--- config.mk ---
export PLATFORM = sky130hd
export DESIGN_NAME = bcp_pe_chain
export DESIGN_NICKNAME = d
export VERILOG_FILES = /design/src/rtl/bcp_pe_chain.sv
export SDC_FILE = /design/constraint.sdc
export NUM_CORES = 1
export LEC_CHECK = 0
export ABC_AREA = 1
export CORE_MARGIN = 2
export CORE_UTILIZATION = 50
export CTS_CLUSTER_SIZE = 30
export DETAILED_ROUTE_END_ITERATION = 7
export PLACE_DENSITY = 0.82
export SLEW_MARGIN = 5
export SYNTH_ARGS = -nofsm -noshare
export SYNTH_HDL_FRONTEND = slang
export SYNTH_SLANG_ARGS = --single-unit
--- constraint.sdc ---
create_clock -name clk -period 2.4 [get_ports clk]
set_input_delay 0.48 -clock clk [delete_from_list [all_inputs] [get_ports clk]]
set_output_delay 0.48 -clock clk [all_outputs]
set_load 0.02 [all_outputs]
--- src/rtl/bcp_pe_chain.sv ---
// bcp_pe_chain: successor BCP processing element walking a clause list per assigned literal.
// Optional statistics counters are enabled with the BCP_PE_STATS_EN macro.
// GST lit_state_t encoding per 2-bit slot: 0 = UNDEFINED, 1 = FALSE, 2 = TRUE, 3 = neither.
module bcp_pe_chain #(
    parameter int CLA_LEN = 3,
    parameter int LIT_W   = 8,
    parameter int PTR_W   = 10
) (
    input  logic                     clk,
    input  logic                     rst_n,
    input  logic [LIT_W-1:0]         lit_in,
    input  logic                     lit_in_valid,
    output logic                     lit_in_ready,
    input  logic [PTR_W-1:0]         init_ptr,
    output logic                     node_req,
    output logic [PTR_W-1:0]         node_ptr,
    input  logic                     node_rvalid,
    input  logic [CLA_LEN*LIT_W-1:0] node_lits,
    input  logic [CLA_LEN*PTR_W-1:0] node_ptrs,
    output logic [CLA_LEN*LIT_W-1:0] gst_cla,
    output logic                     gst_cla_valid,
    input  logic [CLA_LEN*2-1:0]     gst_state,
    input  logic                     halt,
    output logic                     imply_valid,
    output logic [LIT_W-1:0]         imply_lit,
    input  logic                     imply_ready,
    output logic                     conflict,
    output logic                     done
`ifdef BCP_PE_STATS_EN
    ,
    output logic [31:0]              stat_nodes,
    output logic [31:0]              stat_implies,
    output logic [31:0]              stat_conflicts
`endif
);
    localparam int NW = $clog2(CLA_LEN + 1);
    localparam logic [1:0] ST_UNDEF = 2'd0;
    localparam logic [1:0] ST_FALSE = 2'd1;
    localparam logic [1:0] ST_TRUE  = 2'd2;

    typedef enum logic [2:0] {S_IDLE, S_REQ, S_WAIT, S_EVAL, S_EMIT} state_t;

    state_t                   state_q, state_d;
    logic [LIT_W-1:0]         cur_lit_q, cur_lit_d, imply_lit_q, imply_lit_d;
    logic [PTR_W-1:0]         cur_ptr_q, cur_ptr_d, next_q, next_d;
    logic [CLA_LEN*LIT_W-1:0] lits_q, lits_d;
    logic [CLA_LEN*PTR_W-1:0] ptrs_q, ptrs_d;
    logic                     sat, found;
    logic [NW-1:0]            nundef;
    logic [LIT_W-1:0]         unit_lit, l;
    logic [1:0]               s;
    logic [PTR_W-1:0]         next;

    assign lit_in_ready  = rst_n && state_q == S_IDLE && !halt;
    assign node_req      = state_q == S_REQ && !halt;
    assign node_ptr      = cur_ptr_q;
    assign gst_cla       = lits_q;
    assign gst_cla_valid = state_q == S_EVAL;
    assign imply_valid   = state_q == S_EMIT;
    assign imply_lit     = imply_lit_q;

    // Clause evaluation against GST and selection of the successor pointer for cur_lit
    always_comb begin
        sat      = 1'b0;
        found    = 1'b0;
        nundef   = '0;
        unit_lit = '0;
        next     = '0;
        l        = '0;
        s        = '0;
        for (int i = 0; i < CLA_LEN; i++) begin
            l = lits_q[i*LIT_W +: LIT_W];
            s = gst_state[2*i +: 2];
            if (l != '0) begin
                if ((s == ST_TRUE && !l[LIT_W-1]) || (s == ST_FALSE && l[LIT_W-1])) sat = 1'b1;
                if (s == ST_UNDEF) begin
                    nundef   = nundef + 1'b1;
                    unit_lit = l;
                end
            end
            if (!found && l == cur_lit_q) begin
                found = 1'b1;
                next  = ptrs_q[i*PTR_W +: PTR_W];
            end
        end
    end

    // Next-state and pulse outputs; halt freezes everything except node capture in WAIT
    always_comb begin
        state_d     = state_q;
        cur_lit_d   = cur_lit_q;
        cur_ptr_d   = cur_ptr_q;
        lits_d      = lits_q;
        ptrs_d      = ptrs_q;
        next_d      = next_q;
        imply_lit_d = imply_lit_q;
        done        = 1'b0;
        conflict    = 1'b0;
        case (state_q)
            S_IDLE: if (lit_in_valid && lit_in_ready) begin
                cur_lit_d = lit_in;
                cur_ptr_d = init_ptr;
                if (init_ptr == '0 || lit_in == '0) done = 1'b1;
                else state_d = S_REQ;
            end
            S_REQ: if (!halt) state_d = S_WAIT;
            S_WAIT: if (node_rvalid) begin
                lits_d  = node_lits;
                ptrs_d  = node_ptrs;
                state_d = S_EVAL;
            end
            S_EVAL: if (!halt) begin
                if (!sat && nundef == NW'(0)) begin
                    conflict = 1'b1;
                    state_d  = S_IDLE;
                end else if (!sat && nundef == NW'(1)) begin
                    imply_lit_d = unit_lit;
                    next_d      = next;
                    state_d     = S_EMIT;
                end else if (next != '0) begin
                    cur_ptr_d = next;
                    state_d   = S_REQ;
                end else begin
                    done    = 1'b1;
                    state_d = S_IDLE;
                end
            end
            S_EMIT: if (imply_ready && !halt) begin
                if (next_q != '0) begin
                    cur_ptr_d = next_q;
                    state_d   = S_REQ;
                end else begin
                    done    = 1'b1;
                    state_d = S_IDLE;
                end
            end
            default: state_d = S_IDLE;
        endcase
    end

    // State and datapath registers
    always_ff @(posedge clk or negedge rst_n) begin
        if (!rst_n) begin
            state_q     <= S_IDLE;
            cur_lit_q   <= '0;
            cur_ptr_q   <= '0;
            lits_q      <= '0;
            ptrs_q      <= '0;
            next_q      <= '0;
            imply_lit_q <= '0;
        end else begin
            state_q     <= state_d;
            cur_lit_q   <= cur_lit_d;
            cur_ptr_q   <= cur_ptr_d;
            lits_q      <= lits_d;
            ptrs_q      <= ptrs_d;
            next_q      <= next_d;
            imply_lit_q <= imply_lit_d;
        end
    end

`ifdef BCP_PE_STATS_EN
    logic [31:0] nodes_q, nodes_d, implies_q, implies_d, conflicts_q, conflicts_d;

    // Saturating event counters
    always_comb begin
        nodes_d     = nodes_q + 32'((state_q == S_EVAL && !halt) && ~&nodes_q);
        implies_d   = implies_q + 32'((state_q == S_EMIT && imply_ready && !halt) && ~&implies_q);
        conflicts_d = conflicts_q + 32'(conflict && ~&conflicts_q);
    end

    // Counter registers, cleared by reset only
    always_ff @(posedge clk or negedge rst_n) begin
        if (!rst_n) begin
            nodes_q     <= '0;
            implies_q   <= '0;
            conflicts_q <= '0;
        end else begin
            nodes_q     <= nodes_d;
            implies_q   <= implies_d;
            conflicts_q <= conflicts_d;
        end
    end

    assign stat_nodes     = nodes_q;
    assign stat_implies   = implies_q;
    assign stat_conflicts = conflicts_q;
`endif
endmodule

==> impl_summary.md <==
Power
Sequential cells account for 31.7% of the total power. The overall power of the completed layout is 8.81 mW. Of the total power, the share spent switching nets is 42.5%.

VDD sags by at most 963 µV. The cell-internal power is 5.07 mW. The share of total power dissipated in combinational logic is 56.3%. For this design the total switching power over the nets is 3.75 mW. The reported leakage power is 3.84 nW. The clock network burns 12.0% of the power. The power per cell area is 1110 nW/µm².

Clock tree
The number of buffers created by CTS is 9. In this run the number of H-tree levels came out at 3. The clock-pin slew on the worst setup and hold paths is 0.10 ns. The clock passes through at most 2 buffers. At the later pin of the worst-skew pair, clock insertion delay measures 0.38 ns. The cell chosen for the clock root is sky130_fd_sc_hd__clkbuf_8. The clock net in this run drives a total of 93 sinks. The TritonCTS clock tree is built.

The hold-fix buffer count after cts is 0.

Critical path
The most numerous cell on the critical path is sky130_fd_sc_hd__nand2_2. The delay contributed by the slowest stage of the critical path is 0.44 ns. The highest fanout seen on the critical path is 5. The kind of end point of the critical path is an output pin. The beginning of the worst register-to-register path is cur_lit_q[5]. In this run the critical register-to-register path is captured at node_ptr[5]. The critical path buffer and inverter count is 2. The category of cells accounting for the largest share of critical-path delay is simple AND/OR/NAND/NOR gates.

For the worst flop-to-flop path, the logic depth is 18. Walking the worst path, the cells encountered are xnor2_1 > nand2_1 > nor2_2 > nand2_2 > buf_6 > nand3_1 > nand2_2 > nor2_4 > nand2_2 > nor2_4 > nand3_4 > o21bai_4 > buf_6. The worst setup path is launched from a flop. The critical path data arrival time is 2.49 ns.

The register-to-register setup slack is -0.12 ns. The slowest stage of the critical path belongs to the cell sky130_fd_sc_hd__dfrtp_1. By startpoint and endpoint, the worst setup path is classified as flop to output pin.

At the worst endpoint, the required time is 1.92 ns.

Floorplan
The core area is 9860 µm². Once the floorplan was initialized, standard cells occupied 52.0% of the core. In this run the count of I/O pins placed on the die edge is 132. The floorplan step set the die height to 105 µm. The die covers 11100 µm².

Measured along the x axis, the die boundary spans 105 µm. After floorplanning, the core was divided into 36 placement rows.

Global routing
Entering global routing, the biggest net connects 79 pins. The initial antenna violation count is 1. The overall global routing resource usage is 30.3%.

The wire length of the first global-routing pass is 26.6 mm. The number of global-route vias before repair is 5522. For this run the aggregate overflow at the end of global routing stands at 0.

STA
Setup total negative slack on the finished layout was measured at -1.93 ns. The count of pins over their slew limit is 0. The final cycle utilization of the critical path is 124%. Across all hold checks on the routed design, the worst slack comes to 0.129 ns. The final clock skew is 0.0102 ns. The total setup violations reported at the end of the flow is 18. The post-layout worst setup margin is -0.570 ns. The headroom to the max-slew limit is 38.6%. The number of hold-slack violations in the final timing report came to 0. Setup repair after global routing could not meet its margin everywhere.

The transition time of the tightest slew-check pin is 0.920 ns. The routed design could run at a clock period as short as 2.97 ns. Timing would allow up to 337 MHz.

Yosys
The top cell type by area accounts for 45.4% of the synthesized area. Synthesis inferred 93 register bits. When the netlist entered floorplanning its net count stood at 734. During synthesis, Yosys emitted a total of 0 warnings. Sorting the synthesized cells by area gives the leading types as sky130_fd_sc_hd__dfrtp_1, sky130_fd_sc_hd__nand2_1, sky130_fd_sc_hd__mux2_2.

The mean instance size in the synthesized netlist is 7.90 µm². The sequential cell area fraction in the yosys report is 45.4%. The number of different library cells in the post-synthesis netlist is 41. The gate count of the mapped netlist is 649. The library cell with the largest summed area after synthesis is sky130_fd_sc_hd__dfrtp_1. The post-synth design cell area is 5130 µm².

Routing
Using the TritonRoute via totals, the vias-per-cell ratio works out to 5.31. After detailed routing, the number of remaining DRC violations is 0. The met3 layer wire length in the routed design is 1.17 mm. The average wire per cell in the routed design is 16.9 µm. For this block, wires on met1 add up to 6.98 mm. The count of TritonRoute iterations in the first routing pass is 5.

The count of nets left with antenna violations once routing finished came out at 0. The final route contains 5487 vias. The sum of met2 wire segment lengths after detailed routing is 8.98 mm. The detailed router finished its first iteration with 358 violations. The sum of routed wire length over all layers is 17.5 mm. The top layer reached by signal wires is met4.

Placement
The HPWL reported at the end of detailed placement is 12.1 mm. The congestion estimate from routability-driven global placement came to 0.911. The count of buffers added on input and output ports is 131.

Status
The run finished, with violations left. The final reports fail on negative setup slack.

Cells and area
The proportion of layout cells with a drive suffix above 1 is 30.6%. The signed area change from the synthesized netlist to the final layout is 55.0%. The number of nets in the final layout is 979. The layout has 616 filler cells.

Min path
The min-delay analysis places its worst path in the category primary input to async pin.

Run
The number of violations of the max-capacitance limit is 0.
## sequential cells by signal (all words and copies together) (netlist names)
register and flops:
next_q 10, ptrs_q 30, gst_cla 24, imply_lit 8
cur_lit_q 8, node_ptr 10, state_q 3
## repair_timing
action                     in CTS  in global routing
cloned                          2                  4
buffers inserted                8                  9
resized for setup              38                 69
pin swaps                      16                 33
setup endpoints to repair      13                 35
## layer usage
layer  global-route usage (%)  vias to the layer above
met2                     52.4                      232
met1                     39.1                     2628
met3                     4.76                       31
li1                         -                     2596
met5                        0                        -
met4                     9.43                        0
## placed cells by master (no fill, tap or decap), types with 2 or more instances in the layout
master	instances
sky130_fd_sc_hd__nand2_1	191
sky130_fd_sc_hd__clkdlybuf4s50_1	124
sky130_fd_sc_hd__buf_4	107
sky130_fd_sc_hd__dfrtp_1	85
sky130_fd_sc_hd__nor2_1	62
sky130_fd_sc_hd__inv_1	40
sky130_fd_sc_hd__o21ai_0	30
sky130_fd_sc_hd__mux2_2	30
sky130_fd_sc_hd__a21oi_1	26
sky130_fd_sc_hd__nand2_2	20
sky130_fd_sc_hd__inv_2	18
sky130_fd_sc_hd__nand3_2	16
sky130_fd_sc_hd__nand3_1	15
sky130_fd_sc_hd__nor2_4	12
sky130_fd_sc_hd__nor2_2	12
sky130_fd_sc_hd__clkbuf_8	10
sky130_fd_sc_hd__buf_6	10
sky130_fd_sc_hd__o211ai_1	8
sky130_fd_sc_hd__dfrtp_2	8
sky130_fd_sc_hd__nand4_1	7
sky130_fd_sc_hd__xnor2_1	6
sky130_fd_sc_hd__o21ai_2	6
sky130_fd_sc_hd__nor4_1	5
sky130_fd_sc_hd__o21ai_1	5
sky130_fd_sc_hd__inv_8	5
sky130_fd_sc_hd__dlymetal6s2s_1	3
sky130_fd_sc_hd__buf_12	3
sky130_fd_sc_hd__nand2_4	2
sky130_fd_sc_hd__xnor2_2	2
sky130_fd_sc_hd__nand3_4	2
sky130_fd_sc_hd__nor3_1	2
sky130_fd_sc_hd__o221ai_1	2
sky130_fd_sc_hd__o22ai_1	2
sky130_fd_sc_hd__clkinvlp_4	2
## stage by stage
step	std cells	setup slack, ns	instance area [µm²]	utilization, %
final	1033	-0.570	7950	80.6
after global placement	993	-0.857	7270	73.7
after floorplan	649	0.0215	5130	-
after global routing	1032	-0.703	7940	80.5
after detailed placement	993	-0.860	7270	73.7
after CTS	1019	-0.502	7630	77.3
## power by group through the flow
stage | Sequential [mW] | Clock, mW | Combinational, mW
after CTS | 2.74 | 1.05 | 4.63
after detailed placement | 2.76 | 0 | 4.40
after global routing | 2.86 | 1.13 | 5.32
final | 2.80 | 1.05 | 4.96
after floorplan | 3.03 | 0 | 1.99
after global placement | 2.73 | 0 | 4.29
## worst max path at each step
| stage | from | to | slack [ns] | depth (start not counted) |
|---|---|---|---|---|
| 4_1_cts | cur_lit_q[4] | done | -0.50 | 14 |
| 2_1_floorplan | gst_cla[7] | done | 0.02 | 11 |
| 3_5_place_dp | gst_state[1] | done | -0.86 | 12 |
| 6_report | cur_lit_q[6] | done | -0.57 | 13 |
| 5_1_grt | cur_lit_q[1] | done | -0.70 | 15 |
| 3_3_place_gp | gst_state[1] | done | -0.86 | 12 |
## worst reg2reg max path, delay by kind of cell (launching register included)
kind | cells | cell delay, ns
DFF | 1 | 0.43
and+or+nand+nor | 13 | 1.37
buffers and inverters | 5 | 0.63
## synth_stat cells
cell and count:
sky130_fd_sc_hd__buf_6 5, sky130_fd_sc_hd__a32o_1 1, sky130_fd_sc_hd__clkbuf_1 9, sky130_fd_sc_hd__nand3_2 11, sky130_fd_sc_hd__o211ai_1 8, sky130_fd_sc_hd__nor3_1 3, sky130_fd_sc_hd__o21ai_0 30, sky130_fd_sc_hd__nand3b_1 1
sky130_fd_sc_hd__inv_1 43, sky130_fd_sc_hd__or2_0 1, sky130_fd_sc_hd__nand2_4 1, sky130_fd_sc_hd__nand2_1 209, sky130_fd_sc_hd__o21bai_1 1, sky130_fd_sc_hd__buf_1 3, sky130_fd_sc_hd__ha_1 1, sky130_fd_sc_hd__nand2_2 2
sky130_fd_sc_hd__o21a_1 1, sky130_fd_sc_hd__nor3_4 1, sky130_fd_sc_hd__mux2_2 30, sky130_fd_sc_hd__a21boi_0 1, sky130_fd_sc_hd__nor3b_4 1, sky130_fd_sc_hd__xnor2_1 8, sky130_fd_sc_hd__a21oi_1 26, sky130_fd_sc_hd__o211ai_2 1
sky130_fd_sc_hd__a211oi_1 1, sky130_fd_sc_hd__o21ai_1 11, sky130_fd_sc_hd__dfrtp_1 93, sky130_fd_sc_hd__nor4_1 5, sky130_fd_sc_hd__nand4_2 1, sky130_fd_sc_hd__nor2_4 3, sky130_fd_sc_hd__nand3_1 22, sky130_fd_sc_hd__o221ai_1 2
sky130_fd_sc_hd__nor2_2 8, sky130_fd_sc_hd__o211a_1 1, sky130_fd_sc_hd__o22ai_1 2, sky130_fd_sc_hd__a22o_1 1, sky130_fd_sc_hd__clkinv_1 2, sky130_fd_sc_hd__nor2_1 74, sky130_fd_sc_hd__buf_2 2, sky130_fd_sc_hd__inv_2 16
sky130_fd_sc_hd__nand4_1 7
## cell families after synthesis
logic type,count (synthesis),synth area share (%)
buf+inv,80,6.64
xor+xnor,8,1.37
fa+ha+maj,1,0.244
mux,30,6.59
flops,93,45.4
compound gates,87,9.69
simple gates,350,30.1
## cell type report
| cell class | instances | area [µm²] | area share [%] |
|---|---|---|---|
| well taps | 133 | 166 | 2.09 |
| clock buffers | 10 | 138 | 1.73 |
| repair buffers | 249 | 2280 | 28.7 |
| clock inverters | 6 | 55.1 | 0.693 |
| diodes | 1 | 2.50 | 0.0315 |
| multi-input cells | 478 | 2710 | 34.1 |
| repair inverters | 2 | 22.5 | 0.283 |
| inverters | 61 | 238 | 2.99 |
| flip-flops and latches | 93 | 2340 | 29.4 |
Note: power is estimated with default switching activity, not from simulation.
